[src/rtl/bch_dec2_seq.sv]
// Sequential double-error-correcting binary BCH decoder over GF(2^M):
// serial Horner syndromes, inversion-free t=2 locator, serial Chien search.
module bch_dec2_seq #(
    parameter int unsigned M         = 4,
    parameter logic [M:0]  PRIM_POLY = 5'b10011
) (
    input  logic                clk,
    input  logic                rst,
    input  logic                in_valid,
    output logic                in_ready,
    input  logic [2**M-2:0]     in_data,
    output logic                out_valid,
    input  logic                out_ready,
    output logic [2**M-2:0]     out_data,
    output logic [1:0]          out_err_cnt,
    output logic                out_uncorrectable,
    output logic                busy
);

    localparam int unsigned N  = 2**M - 1;
    localparam int unsigned IW = M;

    localparam logic [2:0] IDLE  = 3'd0;
    localparam logic [2:0] SYND  = 3'd1;
    localparam logic [2:0] SOLVE = 3'd2;
    localparam logic [2:0] CHIEN = 3'd3;
    localparam logic [2:0] DONE  = 3'd4;

    // Multiply by alpha, reducing by the primitive polynomial.
    function automatic logic [M-1:0] mul_a(input logic [M-1:0] x);
        return {x[M-2:0], 1'b0} ^ (x[M-1] ? PRIM_POLY[M-1:0] : '0);
    endfunction

    // Multiply by alpha^-1: add p(x) when x is odd, then divide by x.
    function automatic logic [M-1:0] div_a(input logic [M-1:0] x);
        return {1'b0, x[M-1:1]} ^ (x[0] ? PRIM_POLY[M:1] : '0);
    endfunction

    function automatic logic [M-1:0] gf_mul(input logic [M-1:0] a, input logic [M-1:0] b);
        logic [M-1:0] p;
        logic [M-1:0] aa;
        p  = '0;
        aa = a;
        for (int i = 0; i < int'(M); i++) begin
            if (b[i]) p = p ^ aa;
            aa = mul_a(aa);
        end
        return p;
    endfunction

    logic [2:0]    state_q, state_d;
    logic [N-1:0]  r_buf_q, r_buf_d;
    logic [M-1:0]  s1_q, s1_d;
    logic [M-1:0]  s3_q, s3_d;
    logic [IW-1:0] idx_q, idx_d;
    logic [M-1:0]  c0_q, c0_d;
    logic [M-1:0]  c1_q, c1_d;
    logic [M-1:0]  c2_q, c2_d;
    logic [IW-1:0] j_q, j_d;
    logic [1:0]    root_cnt_q, root_cnt_d;
    logic [N-1:0]  mask_q, mask_d;
    logic [1:0]    exp_cnt_q, exp_cnt_d;
    logic          unc_q, unc_d;

    logic          in_ready_q, in_ready_d;
    logic          out_valid_q, out_valid_d;
    logic [N-1:0]  out_data_q, out_data_d;
    logic [1:0]    out_err_cnt_q, out_err_cnt_d;
    logic          out_unc_q, out_unc_d;
    logic          busy_q, busy_d;

    logic [M-1:0]  s1_sq, s1_cu, d_val;

    always_comb begin
        state_d       = state_q;
        r_buf_d       = r_buf_q;
        s1_d          = s1_q;
        s3_d          = s3_q;
        idx_d         = idx_q;
        c0_d          = c0_q;
        c1_d          = c1_q;
        c2_d          = c2_q;
        j_d           = j_q;
        root_cnt_d    = root_cnt_q;
        mask_d        = mask_q;
        exp_cnt_d     = exp_cnt_q;
        unc_d         = unc_q;
        out_valid_d   = out_valid_q;
        out_data_d    = out_data_q;
        out_err_cnt_d = out_err_cnt_q;
        out_unc_d     = out_unc_q;
        s1_sq         = gf_mul(s1_q, s1_q);
        s1_cu         = gf_mul(s1_sq, s1_q);
        d_val         = s3_q ^ s1_cu;

        case (state_q)
            IDLE: begin
                if (in_valid && in_ready_q) begin
                    r_buf_d = in_data;
                    s1_d    = '0;
                    s3_d    = '0;
                    idx_d   = IW'(N - 1);
                    state_d = SYND;
                end
            end
            SYND: begin
                s1_d = mul_a(s1_q) ^ M'(r_buf_q[idx_q]);
                s3_d = mul_a(mul_a(mul_a(s3_q))) ^ M'(r_buf_q[idx_q]);
                if (idx_q == '0) state_d = SOLVE;
                else             idx_d   = idx_q - 1'b1;
            end
            SOLVE: begin
                // Scaled locator S1 + S1^2 x + D x^2 avoids a field inversion.
                unc_d     = 1'b0;
                exp_cnt_d = 2'd0;
                if (s1_q == '0) begin
                    if (s3_q != '0) unc_d = 1'b1;
                end else if (d_val == '0) begin
                    exp_cnt_d = 2'd1;
                end else begin
                    exp_cnt_d = 2'd2;
                end
                c0_d       = s1_q;
                c1_d       = s1_sq;
                c2_d       = d_val;
                j_d        = '0;
                root_cnt_d = 2'd0;
                mask_d     = '0;
                state_d    = CHIEN;
            end
            CHIEN: begin
                if (j_q == IW'(N)) begin
                    if (unc_q || (root_cnt_q != exp_cnt_q)) begin
                        out_data_d    = r_buf_q;
                        out_err_cnt_d = 2'd0;
                        out_unc_d     = 1'b1;
                    end else begin
                        out_data_d    = r_buf_q ^ mask_q;
                        out_err_cnt_d = root_cnt_q;
                        out_unc_d     = 1'b0;
                    end
                    out_valid_d = 1'b1;
                    state_d     = DONE;
                end else begin
                    // A root at alpha^-j marks an error at bit position j.
                    if (((c0_q ^ c1_q ^ c2_q) == '0) && (exp_cnt_q != 2'd0) && !unc_q) begin
                        mask_d[j_q] = 1'b1;
                        root_cnt_d  = (root_cnt_q == 2'd3) ? 2'd3 : root_cnt_q + 2'd1;
                    end
                    c1_d = div_a(c1_q);
                    c2_d = div_a(div_a(c2_q));
                    j_d  = j_q + 1'b1;
                end
            end
            DONE: begin
                if (out_ready) begin
                    out_valid_d = 1'b0;
                    state_d     = IDLE;
                end
            end
            default: state_d = IDLE;
        endcase

        in_ready_d = (state_d == IDLE);
        busy_d     = (state_d != IDLE);
    end

    always_ff @(posedge clk) begin
        if (rst) begin
            state_q       <= IDLE;
            r_buf_q       <= '0;
            s1_q          <= '0;
            s3_q          <= '0;
            idx_q         <= '0;
            c0_q          <= '0;
            c1_q          <= '0;
            c2_q          <= '0;
            j_q           <= '0;
            root_cnt_q    <= '0;
            mask_q        <= '0;
            exp_cnt_q     <= '0;
            unc_q         <= 1'b0;
            in_ready_q    <= 1'b1;
            out_valid_q   <= 1'b0;
            out_data_q    <= '0;
            out_err_cnt_q <= '0;
            out_unc_q     <= 1'b0;
            busy_q        <= 1'b0;
        end else begin
            state_q       <= state_d;
            r_buf_q       <= r_buf_d;
            s1_q          <= s1_d;
            s3_q          <= s3_d;
            idx_q         <= idx_d;
            c0_q          <= c0_d;
            c1_q          <= c1_d;
            c2_q          <= c2_d;
            j_q           <= j_d;
            root_cnt_q    <= root_cnt_d;
            mask_q        <= mask_d;
            exp_cnt_q     <= exp_cnt_d;
            unc_q         <= unc_d;
            in_ready_q    <= in_ready_d;
            out_valid_q   <= out_valid_d;
            out_data_q    <= out_data_d;
            out_err_cnt_q <= out_err_cnt_d;
            out_unc_q     <= out_unc_d;
            busy_q        <= busy_d;
        end
    end

    assign in_ready          = in_ready_q;
    assign out_valid         = out_valid_q;
    assign out_data          = out_data_q;
    assign out_err_cnt       = out_err_cnt_q;
    assign out_uncorrectable = out_unc_q;
    assign busy              = busy_q;

endmodule

[config.mk]
export PLATFORM = sky130hd
export DESIGN_NAME = bch_dec2_seq
export DESIGN_NICKNAME = d
export VERILOG_FILES = /design/src/rtl/bch_dec2_seq.sv
export SDC_FILE = /design/constraint.sdc
export NUM_CORES = 1
export LEC_CHECK = 0
export CORE_ASPECT_RATIO = 1.2
export CORE_MARGIN = 2
export CORE_UTILIZATION = 55
export CTS_CLUSTER_DIAMETER = 40
export DETAILED_ROUTE_END_ITERATION = 10
export GPL_TIMING_DRIVEN = 0
export PLACE_DENSITY = 0.77
export SLEW_MARGIN = 0
export SYNTH_ARGS = -nofsm -noshare
export SYNTH_HDL_FRONTEND = slang
export SYNTH_SLANG_ARGS = --single-unit
export TNS_END_PERCENT = 5
[constraint.sdc]
create_clock -name clk -period 3.1 [get_ports clk]
set_input_delay 0.465 -clock clk [delete_from_list [all_inputs] [get_ports clk]]
set_output_delay 0.465 -clock clk [all_outputs]
set_load 0.1 [all_outputs]
Yosys cells after proc, flatten, opt, wreduce, memory -nomap -nowiden
Cells that the tools add are included.
{ "op_classes": {"add_sub_neg": 3, "n_lt_le_gt_ge": 3, "n_eq_ne": 13, "n_mux": 58, "bitwise_logic": 25, "n_reduce_logical": 25} }
{ "ops": {"columns": ["op", "count"], "rows": [
  ["$mux 4", 17],
  ["$pmux 4 s2", 6],
  ["$mux 15", 3],
  ["$xor 4x2->4", 9],
  ["$xor 4x4->4", 9],
  ["$mux 2", 15],
  ["$pmux 15 s2", 1],
  ["$logic_not 4->1", 4],
  ["$or 15x15->15", 1],
  ["$pmux 3 s5", 1],
  ["$xor 15x15->15", 1],
  ["$mux 3", 4],
  ["$ne 2x2->1 const B", 6],
  ["$xor 3x4->4", 3],
  ["$lt 4x5->1 const B", 2],
  ["$reduce_and 3->1", 3],
  ["$reduce_and 2->1", 4],
  ["$reduce_bool 2->1", 4],
  ["$xor 4x1->4", 2],
  ["$mux 1", 7],
  ["$eq 3x2->1 const B", 2],
  ["$logic_not 3->1", 2],
  ["$add 4x1->4 const B", 1],
  ["$bmux 1 s4", 1],
  ["other kinds (16)", 19]
]} }
{ "word_totals": {"regBits": 87, "inputBits": 19} }

Longest topological paths before layout
{ "depth": {"ltp_word": 20, "depth_mapped": 9, "ltp_nobuf": 8} }

Worst setup path after synthesis
OpenSTA, ideal clock, no wires.
{ "synth_timing": {"path_type": "reg-to-reg", "startpoint": "register s1_q[0]", "endpoint": "register exp_cnt_q[0]", "setup_ps": 84, "t_arrival_ps": 2142, "required_time_ps": 3016, "setup_slack_ps": 874, "stages_incl_launch_ff": 10, "cell_sequence": "dfxtp_1 ha_1 buf_2 and2_1 or3b_1 mux2i_1 xnor2_1 xnor2_1 or3b_1 o31ai_2"} }
{ "synth_via": {"elab_chain_cells": 19, "word_cells_on_any_way": 28, "classes_between": "13 x mux; 13 x bitwise; 2 x reduce/logical"} }
{ "synth_lines": {"columns": ["item", "line_no", "text"], "rows": [
  ["from (decl)", "53", "logic [M-1:0] s1_q, s1_d;"],
  ["from (signal assigned)", "172", "s1_q <= '0;"],
  ["from (signal assigned)", "192", "s1_q <= s1_d;"],
  ["$mux 4", "45", "if (b[i]) p = p ^ aa;"],
  ["$xor 4x4->4", "45", null],
  ["$mux 4", "45", null],
  ["$xor 4x4->4", "45", null],
  ["$mux 4", "45", null],
  ["$xor 4x4->4", "45", null],
  ["$mux 4", "45", null],
  ["$mux 2", "31", "return {x[M-2:0], 1'b0} ^ (x[M-1] ? PRIM_POLY[M-1:0] : '0);"],
  ["(+3 left out)", null, null],
  ["$xor 4x4->4", "45", null],
  ["$mux 4", "45", null],
  ["$xor 4x4->4", "45", null],
  ["$mux 4", "45", null],
  ["$xor 4x4->4", "94", "d_val = s3_q ^ s1_cu;"],
  ["$logic_not 4->1", "118", "end else if (d_val == '0) begin"],
  ["$mux 2", "118", null],
  ["$mux 2 (*)", "116", "if (s1_q == '0) begin"],
  ["to (signal assigned)", "201", "exp_cnt_q <= exp_cnt_d;"],
  ["to (decl)", "62", "logic [1:0] exp_cnt_q, exp_cnt_d;"]
]} }
Mark *: on every way between the ends. The rest lies on a longest branch, timed or not.
A chain may end at the register's enable or synchronous reset.

Final worst setup path
Same ends and word-level chain as after synthesis.

==> flow_metrics.env <==
export IMPL_outcome="finished, final reports clean"
export IMPL_drive_gt1_share_pct=7.17
export IMPL_synth_lib_cells_used_distinct=60
export IMPL_layout_cells_most_common_list="87 x sky130_fd_sc_hd__dfxtp_1, 85 x sky130_fd_sc_hd__nand2_1, 56 x sky130_fd_sc_hd__nor2_1"
export IMPL_n_fill_cell=671
export IMPL_drt_iter0_markers=178
export IMPL_max_vdd_ir_drop_uv=352
export IMPL_global_route_wire_length_before_repair_um=17100
export IMPL_slew_limit_headroom_pct=34.5
export IMPL_cts_htree_levels=3
export IMPL_hold_viol_final=0
export IMPL_pwr_density_cell_nw_per_um2=635
export IMPL_required_ns=3.38
export IMPL_post_route_worst_setup_slack_ns=0.664
export IMPL_place_area_sq_um=4820
export IMPL_cts_made_buffers=9
export IMPL_critical_path_startpoint_type="flip-flop"
export IMPL_timing_max_cap_violations=0
export IMPL_synth_area_sq_um=4320
export IMPL_chipHeight_um=101
export IMPL_routed_via_density=5.63
export IMPL_clk_pin_slew_ns=0.09
export IMPL_floorplan_io_pins=40
export IMPL_dp_cells=662
export IMPL_port_buffers=39
export IMPL_grt_overflow_total=0
export IMPL_synth_enable_flop_cells=0
export IMPL_timing_reg2reg_setup_slack_ns=0.66
export IMPL_layout_cells_most_common="sky130_fd_sc_hd__dfxtp_1"
export IMPL_grt_antenna_before_repair=0
export IMPL_postCtsHoldBufs=0
export IMPL_synth_ff_latch_count=87
export IMPL_syn_nets=558
export IMPL_clock_skew_ns=0.0112
export IMPL_clock_sinks=87
export IMPL_ys_warn_count=0
export IMPL_die_width_um=84.9
export IMPL_postCtsSetupBuffers=0
export IMPL_critPathArrivalTime_ns=2.72
export IMPL_timing_critical_path_max_delay_family="simple AND/OR/NAND/NOR gates"
export IMPL_report_final_slew_viol_count=0
export IMPL_clk_insertion_delay_late_ns=0.36
export IMPL_fp_dieArea_sq_um=8580
export IMPL_layout_cells_non_filler=678
export IMPL_setup_repair_after_global_routing_missed_its_margin="false"
export IMPL_cells_after_synthesis=531
export IMPL_critical_path_peak_fanout=9
export IMPL_clock_tree_from_tritoncts="yes"
export IMPL_gp_congestion=0.817
export IMPL_synthesis_area_per_instance_sq_um=8.13
export IMPL_final_setup_tns_ns=0
export IMPL_ys_flop_type="sky130_fd_sc_hd__dfxtp_1"
export IMPL_cpMaxStageDelayCell="sky130_fd_sc_hd__or3b_1"
export IMPL_finalCriticalPeriod_ns=2.44
export IMPL_power_leakage_uw=0.00176
export IMPL_count_of_nets_left_with_antenna_violations_after_detail_routing=0
export IMPL_fmax_mhz=411
export IMPL_cts_resized=0
export IMPL_max_clock_buf_depth=2
export IMPL_worst_path_largest_cell_delay_ns=0.40
export IMPL_remaining_drc_errors=0
export IMPL_post_dp_hpwl_um=7830
export IMPL_worstSetupPathType="reg -> reg"
export IMPL_stdcell_area_sq_um=5000
export IMPL_num_vias=3816
export IMPL_grt_pass1_vias=3641
export IMPL_drt_pass1_iterations=4
export IMPL_synth_async_sr_flop_share_pct=0
export IMPL_worst_pin_slew_ns=0.979
export IMPL_final_seq_area_sq_um=1740
export IMPL_timing_critical_path_cells="ha_1, buf_2, and2_1, or3b_1, mux2i_1, xnor2_1, xnor2_1, or3b_1, o31ai_2"
export IMPL_crit_path_end_kind="flip-flop"
export IMPL_wl_per_cell_um=15.4
export IMPL_totalWireLength_um=10400
export IMPL_cp_buffers_inverters=1
export IMPL_clock_root_buffer="sky130_fd_sc_hd__clkbuf_8"
export IMPL_final_period_utilization_pct=78.6
export IMPL_finalNetCount=608
export IMPL_grt_util_all_layers_pct=24.9
export IMPL_multi_input_comb_area_sq_um=2350
export IMPL_setup_violations=0
export IMPL_post_layout_total_power_uw=3170
export IMPL_synth_sequential_area_ratio_pct=40.3
export IMPL_largest_net_degree_at_the_start_of_global_routing=16
export IMPL_min_delay_path_class="reg -> reg"
export IMPL_place_worst_setup_slack_ns=0.685
export IMPL_antennaDiodeCount=0
export IMPL_num_rows=35
export IMPL_initial_utilization_pct=56.4
export IMPL_syn_to_final_growth_pct=15.7
export IMPL_design_core_area_sq_um=7660
-- report_power, final --
group          internal [uW]  total [uW]  switching (uW)  leakage [uW]
Clock                    296         723             427     0.0000793
Combinational            399        1120             719      0.000980
Sequential              1230        1330             103      0.000705
-- registers in the layout, summed over array words and instances, names as in the netlist, 2 cells and up --
name and flops:
mask_q 15, out_data 15, r_buf_q 15, c0_q 4, c1_q 4, c2_q 4
idx_q 4, j_q 4, s1_q 4, s3_q 4, state_q 3, exp_cnt_q 2
out_err_cnt 2, root_cnt_q 2
-- synthesized netlist by cell type, types with 11 or more instances --
| cell | n | area share (%) |
|---|---|---|
| sky130_fd_sc_hd__dfxtp_1 | 87 | 40 |
| sky130_fd_sc_hd__a21oi_1 | 54 | 6.3 |
| sky130_fd_sc_hd__clkbuf_1 | 22 | 1.9 |
| sky130_fd_sc_hd__nand3_1 | 14 | 1.6 |
| sky130_fd_sc_hd__xnor2_1 | 24 | 4.9 |
| sky130_fd_sc_hd__nor2_1 | 56 | 4.9 |
| sky130_fd_sc_hd__inv_1 | 14 | 1.2 |
| sky130_fd_sc_hd__a211oi_1 | 16 | 2.8 |
| sky130_fd_sc_hd__xor2_1 | 28 | 5.7 |
| sky130_fd_sc_hd__o21ai_0 | 11 | 1.3 |
| sky130_fd_sc_hd__a31oi_1 | 19 | 2.8 |
| sky130_fd_sc_hd__nand2_1 | 85 | 7.4 |
-- metrics by stage --
stage                     hold slack, ns  util (%)
after floorplan                    0.437         -
after CTS                          0.479      65.2
after global placement             0.450      63.0
after global routing               0.494      65.2
final                              0.476      65.2
after detailed placement           0.458      63.0
-- final cells by class --
class | count | share of cell area (%)
buffer | 37 | 3.46
clock buffer | 10 | 2.55
multi-input combinational | 393 | 47.1
clock inverter | 6 | 0.901
timing repair buffer | 39 | 7.81
inverter | 14 | 1.05
sequential | 87 | 34.9
tap | 92 | 2.30
-- cells by family (layout without fill, tap and decap cells) --
group,after synthesis,after routing,share of synthesized area [%]
compound gates,125,125,18.0
buf+inv,51,106,5.21
xor+xnor,53,53,10.9
mux,10,10,2.64
fa+ha+maj,8,8,2.32
flops,87,87,40.3
simple gates,197,197,20.6
-- final timing paths --
| kind | startpoint | end | cells past startpoint |
|---|---|---|---|
| max | s1_q[0] | exp_cnt_q[0] | 9 |
| min reg2reg | c0_q[2] | c0_q[2] | 2 |
| min | c0_q[2] | c0_q[2] | 2 |
| max reg2reg | s1_q[0] | exp_cnt_q[0] | 9 |
-- worst reg2reg max path, cell delays in order (launching register included) --
cell and delay, ns:
sky130_fd_sc_hd__dfxtp_1 0.34, sky130_fd_sc_hd__ha_1 0.19, sky130_fd_sc_hd__buf_2 0.17, sky130_fd_sc_hd__and2_1 0.19, sky130_fd_sc_hd__or3b_1 0.37, sky130_fd_sc_hd__mux2i_1 0.17
sky130_fd_sc_hd__xnor2_1 0.18, sky130_fd_sc_hd__xnor2_1 0.14, sky130_fd_sc_hd__or3b_1 0.40, sky130_fd_sc_hd__o31ai_2 0.21
-- metal layers --
| metal | track usage [%] | part of all wire, % | up-vias | routed length, um |
|---|---|---|---|---|
| met5 | 0 | 0 | - | 0 |
| met4 | 10.6 | 2.2 | 0 | 234 |
| met3 | 4.26 | 3.6 | 21 | 372 |
| met2 | 46.5 | 52 | 96 | 5430 |
| met1 | 27.7 | 42 | 1778 | 4370 |
| li1 | - | - | 1921 | - |
Note: power is estimated with default switching activity, not from simulation.
==> patch 1, RTL diff (same flow settings) <==
`out_data_q` no longer has a reset.
--- a/src/rtl/bch_dec2_seq.sv
+++ b/src/rtl/bch_dec2_seq.sv
@@ -182,7 +182,6 @@
             unc_q         <= 1'b0;
             in_ready_q    <= 1'b1;
             out_valid_q   <= 1'b0;
-            out_data_q    <= '0;
             out_err_cnt_q <= '0;
             out_unc_q     <= 1'b0;
             busy_q        <= 1'b0;
@@ -202,11 +201,14 @@
             unc_q         <= unc_d;
             in_ready_q    <= in_ready_d;
             out_valid_q   <= out_valid_d;
-            out_data_q    <= out_data_d;
             out_err_cnt_q <= out_err_cnt_d;
             out_unc_q     <= out_unc_d;
             busy_q        <= busy_d;
         end
+    end
+
+    always_ff @(posedge clk) begin
+        out_data_q <= out_data_d;
     end
 
     assign in_ready          = in_ready_q;
Behaviour: same outputs for any inputs over 10 cycles, from zero or initial values and one cycle with rst high; that may be too few to reach the edited logic, so the function may still have changed.
==> patch 1 against the unedited design <==
- design area rose by 6.1%
- worst setup slack worse by 0.54 ns
- total power is 3.2% higher
- sequential power increased by 4%
- combinational power is 7% lower
- sequential cell count unchanged
- area after synthesis increased by 5.2%
- die area up 4.9%
- wire length increased by 12%
- critical endpoint is now c2_q[2]$_SDFFE_PP0P_
- largest power group unchanged
==> patch 1: results (changes against the unedited design) <==
run status: completed (unchanged)
number of placed instances, taps included: 667 (was 662)
adder and majority cell fraction of the synthesized area: 3.03% (was 2.32%)
standby leakage power: 1.87 nW (was 1.76 nW)
Routed WL per cell: 17.1 microns (was 15.4 microns)
met2 wirelength from detailed routing: 6290 microns (was 5430 microns)
synth unique cells: 64 (was 60)
post-synthesis sequential area ratio: 41.7% (was 40.3%)
routability congestion estimate: 0.889 (was 0.817)
met3 wire length: 481 microns (was 372 microns)
Iteration-0 DRC Markers: 176 (was 178)
Net Sw Frac: 36.6% (was 39.3%)
pre-CTS setup slack: -0.335 ns (was 0.685 ns)
share of layout cells above drive strength 1: 7.65% (was 7.17%)
XOR/XNOR Fraction of Synth Area: 10.6% (was 10.9%)
router iterations before antenna repair: 5 (was 4)
top area cells in the synthesized netlist: dfxtp_1 (32%), edfxtp_1 (9.9%), nand2_1 (7.7%), a21oi_1 (7.5%), xnor2_1 (6.9%) (was dfxtp_1 (40%), nand2_1 (7.4%), a21oi_1 (6.3%), xor2_1 (5.7%), nor2_1 (4.9%))
worst-case register-to-register setup slack: 0.13 ns (was 0.66 ns)
Placed Instance Area: 0.00504 sq mm (was 0.00482 sq mm)
final net count: 613 (was 608)
list of most frequent post-synthesis cells: nand2_1 (93), dfxtp_1 (72), a21oi_1 (68) (was dfxtp_1 (87), nand2_1 (85), nor2_1 (56))
internal portion of total power: 2.08 mW (was 1.93 mW)
hold_ws: 0.471 ns (was 0.476 ns)
critical path arrival: 3.21 ns (was 2.72 ns)
Port Buf Inserts: 38 (was 39)
capture point of the worst reg-to-reg path: c2_q[2]$_SDFFE_PP0P_ (was exp_cnt_q[0]$_SDFFE_PP0P_)
relative slew slack: 31.1% (was 34.5%)
patch 1: cell count changes in the layout (fill, tap and decap cells not counted), moves of 14 or more:
cell	unedited run	this run
dfxtp_1	87	71
a21oi_1	54	68
a31oi_1	19	0
xor2_1	28	9
edfxtp_1	0	15
patch 1: logic make-up after synthesis:
| kind of cell | count (synthesis) |
|---|---|
| AOI/OAI and AO/OA | 117 |
| muxes | 8 |
| DFF | 87 |
| adders and majority gates | 11 |
| xor gates and xnor gates | 50 |
| buffers and inverters | 50 |
| and+or+nand+nor | 211 |
patch 1: tightest hold or removal path, delay by kind of cell, from the launching register on:
family	cells	cell delay, ns
AOI/OAI and AO/OA	1	0.05
and+or+nand+nor	1	0.05
DFF	1	0.33
patch 1: area by class of cell:
class | count | area [sq um]
Buffer | 34 | 163
Multi-Input combinational cell | 397 | 2470
Inverter | 16 | 60.1
Clock buffer | 12 | 166
Fill cell | 682 | 2760
Tap cell | 95 | 119
Clock inverter | 4 | 51.3
Sequential cell | 87 | 1890
Timing Repair Buffer | 38 | 380
patch 1: worst max path at each step:
stage / from / to / depth (start not counted)
after global routing: s1_q[3]$_SDFFE_PP0P_ / c2_q[1]$_SDFFE_PP0P_ / 12
final: s1_q[3]$_SDFFE_PP0P_ / c2_q[2]$_SDFFE_PP0P_ / 12
after floorplan: s1_q[3]$_SDFFE_PP0P_ / c2_q[1]$_SDFFE_PP0P_ / 12
after global placement: s1_q[3]$_SDFFE_PP0P_ / c2_q[1]$_SDFFE_PP0P_ / 12
after CTS: s1_q[3]$_SDFFE_PP0P_ / c2_q[1]$_SDFFE_PP0P_ / 12
after detailed placement: s1_q[3]$_SDFFE_PP0P_ / c2_q[1]$_SDFFE_PP0P_ / 12
==> patch 2, RTL diff (same settings) <==
Made on the original files. Reset style: asynchronous (`rst`), changed in one clocked block.
--- a/src/rtl/bch_dec2_seq.sv
+++ b/src/rtl/bch_dec2_seq.sv
@@ -165,7 +165,7 @@
         busy_d     = (state_d != IDLE);
     end
 
-    always_ff @(posedge clk) begin
+    always_ff @(posedge clk or posedge rst) begin
         if (rst) begin
             state_q       <= IDLE;
             r_buf_q       <= '0;
Check against the original RTL: differs if rst is asserted again (counterexample within 4 cycles, from zero or initial values and one cycle with rst high); with rst held inactive, the same outputs for 10 cycles.
==> patch 2 against the unedited design <==
- area after synthesis increased by 7.6%
- global-route usage shrank 0.17 points
- sequential share of layout area up 5.3 points
- design area grew 8.5%
- wire length up 0.90%
- worst hold slack lost 0.00072 ns
- sequential cell count unchanged
- clock skew rose by 0.00087 ns
- worst setup slack worse by 0.32 ns
- critical path type unchanged
Power is not compared: it rests on default switching activity, and its combinational part moved more than twofold at a synthesized area within 25%.
==> patch 2: results (changes against the unedited design) <==
met3 track utilization from global routing: 4.50% (was 4.26%)
crit-path max cell delay: 0.54 ns (was 0.40 ns)
via count of the first global-routing pass: 3562 (was 3641)
capture point of the worst reg-to-reg path: exp_cnt_q[0]$_DFFE_PP0P_ (was exp_cnt_q[0]$_SDFFE_PP0P_)
list of most frequent post-synthesis cells: dfrtp_1 (86), nand2_1 (53), nor2_1 (53) (was dfxtp_1 (87), nand2_1 (85), nor2_1 (56))
launching element of the worst setup path: s1_q[0]$_DFFE_PP0P_ (was s1_q[0]$_SDFFE_PP0P_)
final net count: 550 (was 608)
global-route met1 utilization: 31.8% (was 27.7%)
relative slew slack: 33.9% (was 34.5%)
global routing met2 resource utilization: 40.4% (was 46.5%)
share of layout cells above drive strength 1: 10.0% (was 7.17%)
path category of the worst min-delay check: input pin to async pin (was flip-flop to flip-flop)
share of synthesized registers carrying an async set or reset: 100% (was 0%)
CP max-delay cell: or4_4 (was or3b_1)
synth unique cells: 60 (unchanged)
global routing usage summed across all routing layers: 24.8% (was 24.9%)
total nets after synthesis: 499 (was 558)
top area cells in the synthesized netlist: dfrtp_1 (46%), xor2_1 (4.5%), nand2_1 (4.3%), nor2_1 (4.3%), mux2_2 (3.6%) (was dfxtp_1 (40%), nand2_1 (7.4%), a21oi_1 (6.3%), xor2_1 (5.7%), nor2_1 (4.9%))
total half-perimeter wirelength after legalization and detailed placement: 7800 microns (was 7830 microns)
run status: completed (unchanged)
wire length of the first global-routing pass: 17800 microns (was 17100 microns)
routability congestion estimate: 0.858 (was 0.817)
worst r2r path cells: 8 (was 9)
count of placed standard cells in the final layout, fillers left out: 642 (was 678)
Syn Area/Cell: 9.85 sq um (was 8.13 sq um)
post-synthesis sequential area ratio: 46.9% (was 40.3%)
Routed WL per cell: 16.4 microns (was 15.4 microns)
number of placed instances, taps included: 626 (was 662)
pre-CTS setup slack: 0.378 ns (was 0.685 ns)
largest net degree at the start of global routing: 53 (was 16)
number of inserted filler cells in the final layout: 664 (was 671)
Placed Instance Area: 0.00521 sq mm (was 0.00482 sq mm)
post-detailed-route via-to-cell ratio: 5.77 (was 5.63)
Iteration-0 DRC Markers: 203 (was 178)
[patch 2: stage by stage]
stage               utilization, %  hold slack (ns)
floorplan                        -            0.461
global placement              63.6            0.478
detailed placement            63.9            0.489
CTS                           66.5            0.488
global route                  66.5            0.522
finish                        66.5            0.475
[patch 2: where the power goes]
group          total, mW  internal [mW]  switching (mW)
combinational       2.77           1.22            1.55
sequential          1.87           1.50           0.370
clock              0.838          0.406           0.431
total               5.47           3.12            2.35
[patch 2: cell type report]
cell class	count	area, sq um	share of cell area, %
tap	114	143	2.63
sequential	87	2180	40.2
clock inverter	6	73.8	1.36
multi-input combinational	342	2290	42.2
buffer	26	119	2.19
clock buffer	10	138	2.54
inverter	17	66.3	1.22
timing repair buffer	40	418	7.70
[patch 2: how the worst max path moves through the flow]
| stage | cells past startpoint | slack (ns) | to |
|---|---|---|---|
| 3_3_place_gp | 2 | -0.92 | mask_q[0]$_DFFE_PP0P_ |
| 3_5_place_dp | 8 | 0.38 | exp_cnt_q[0]$_DFFE_PP0P_ |
| 4_1_cts | 8 | 0.35 | exp_cnt_q[0]$_DFFE_PP0P_ |
| 5_1_grt | 8 | 0.18 | mask_q[5]$_DFFE_PP0P_ |
| 6_report | 8 | 0.34 | exp_cnt_q[0]$_DFFE_PP0P_ |
| 2_1_floorplan | 1 | 0.39 | busy$_DFF_PP0_ |
[patch 2: cells by family (layout without fill, tap and decap cells)]
family | Yosys count | after routing | share of synthesized area (%)
simple gates | 159 | 159 | 16.4
compound gates | 109 | 109 | 14.3
flops | 87 | 87 | 46.9
buf+inv | 43 | 99 | 3.93
xor+xnor | 42 | 42 | 9.45
mux | 24 | 24 | 6.92
fa+ha+maj | 8 | 8 | 2.15
[patch 2: critical path, delay by kind of cell (launching register included)]
kind	cells	cell delay, ns
xor gates and xnor gates	1	0.15
adders and majority gates	1	0.35
and+or+nand+nor	2	0.72
AOI/OAI and AO/OA	3	0.80
DFF	1	0.50
buffers and inverters	1	0.14
[patch 2: metal layers]
| layer | wire length, microns | up-vias |
|---|---|---|
| li1 | - | 1761 |
| met3 | 368 | 29 |
| met1 | 4420 | 1808 |
| met4 | 414 | 0 |
| met5 | 0 | - |
| met2 | 5300 | 104 |
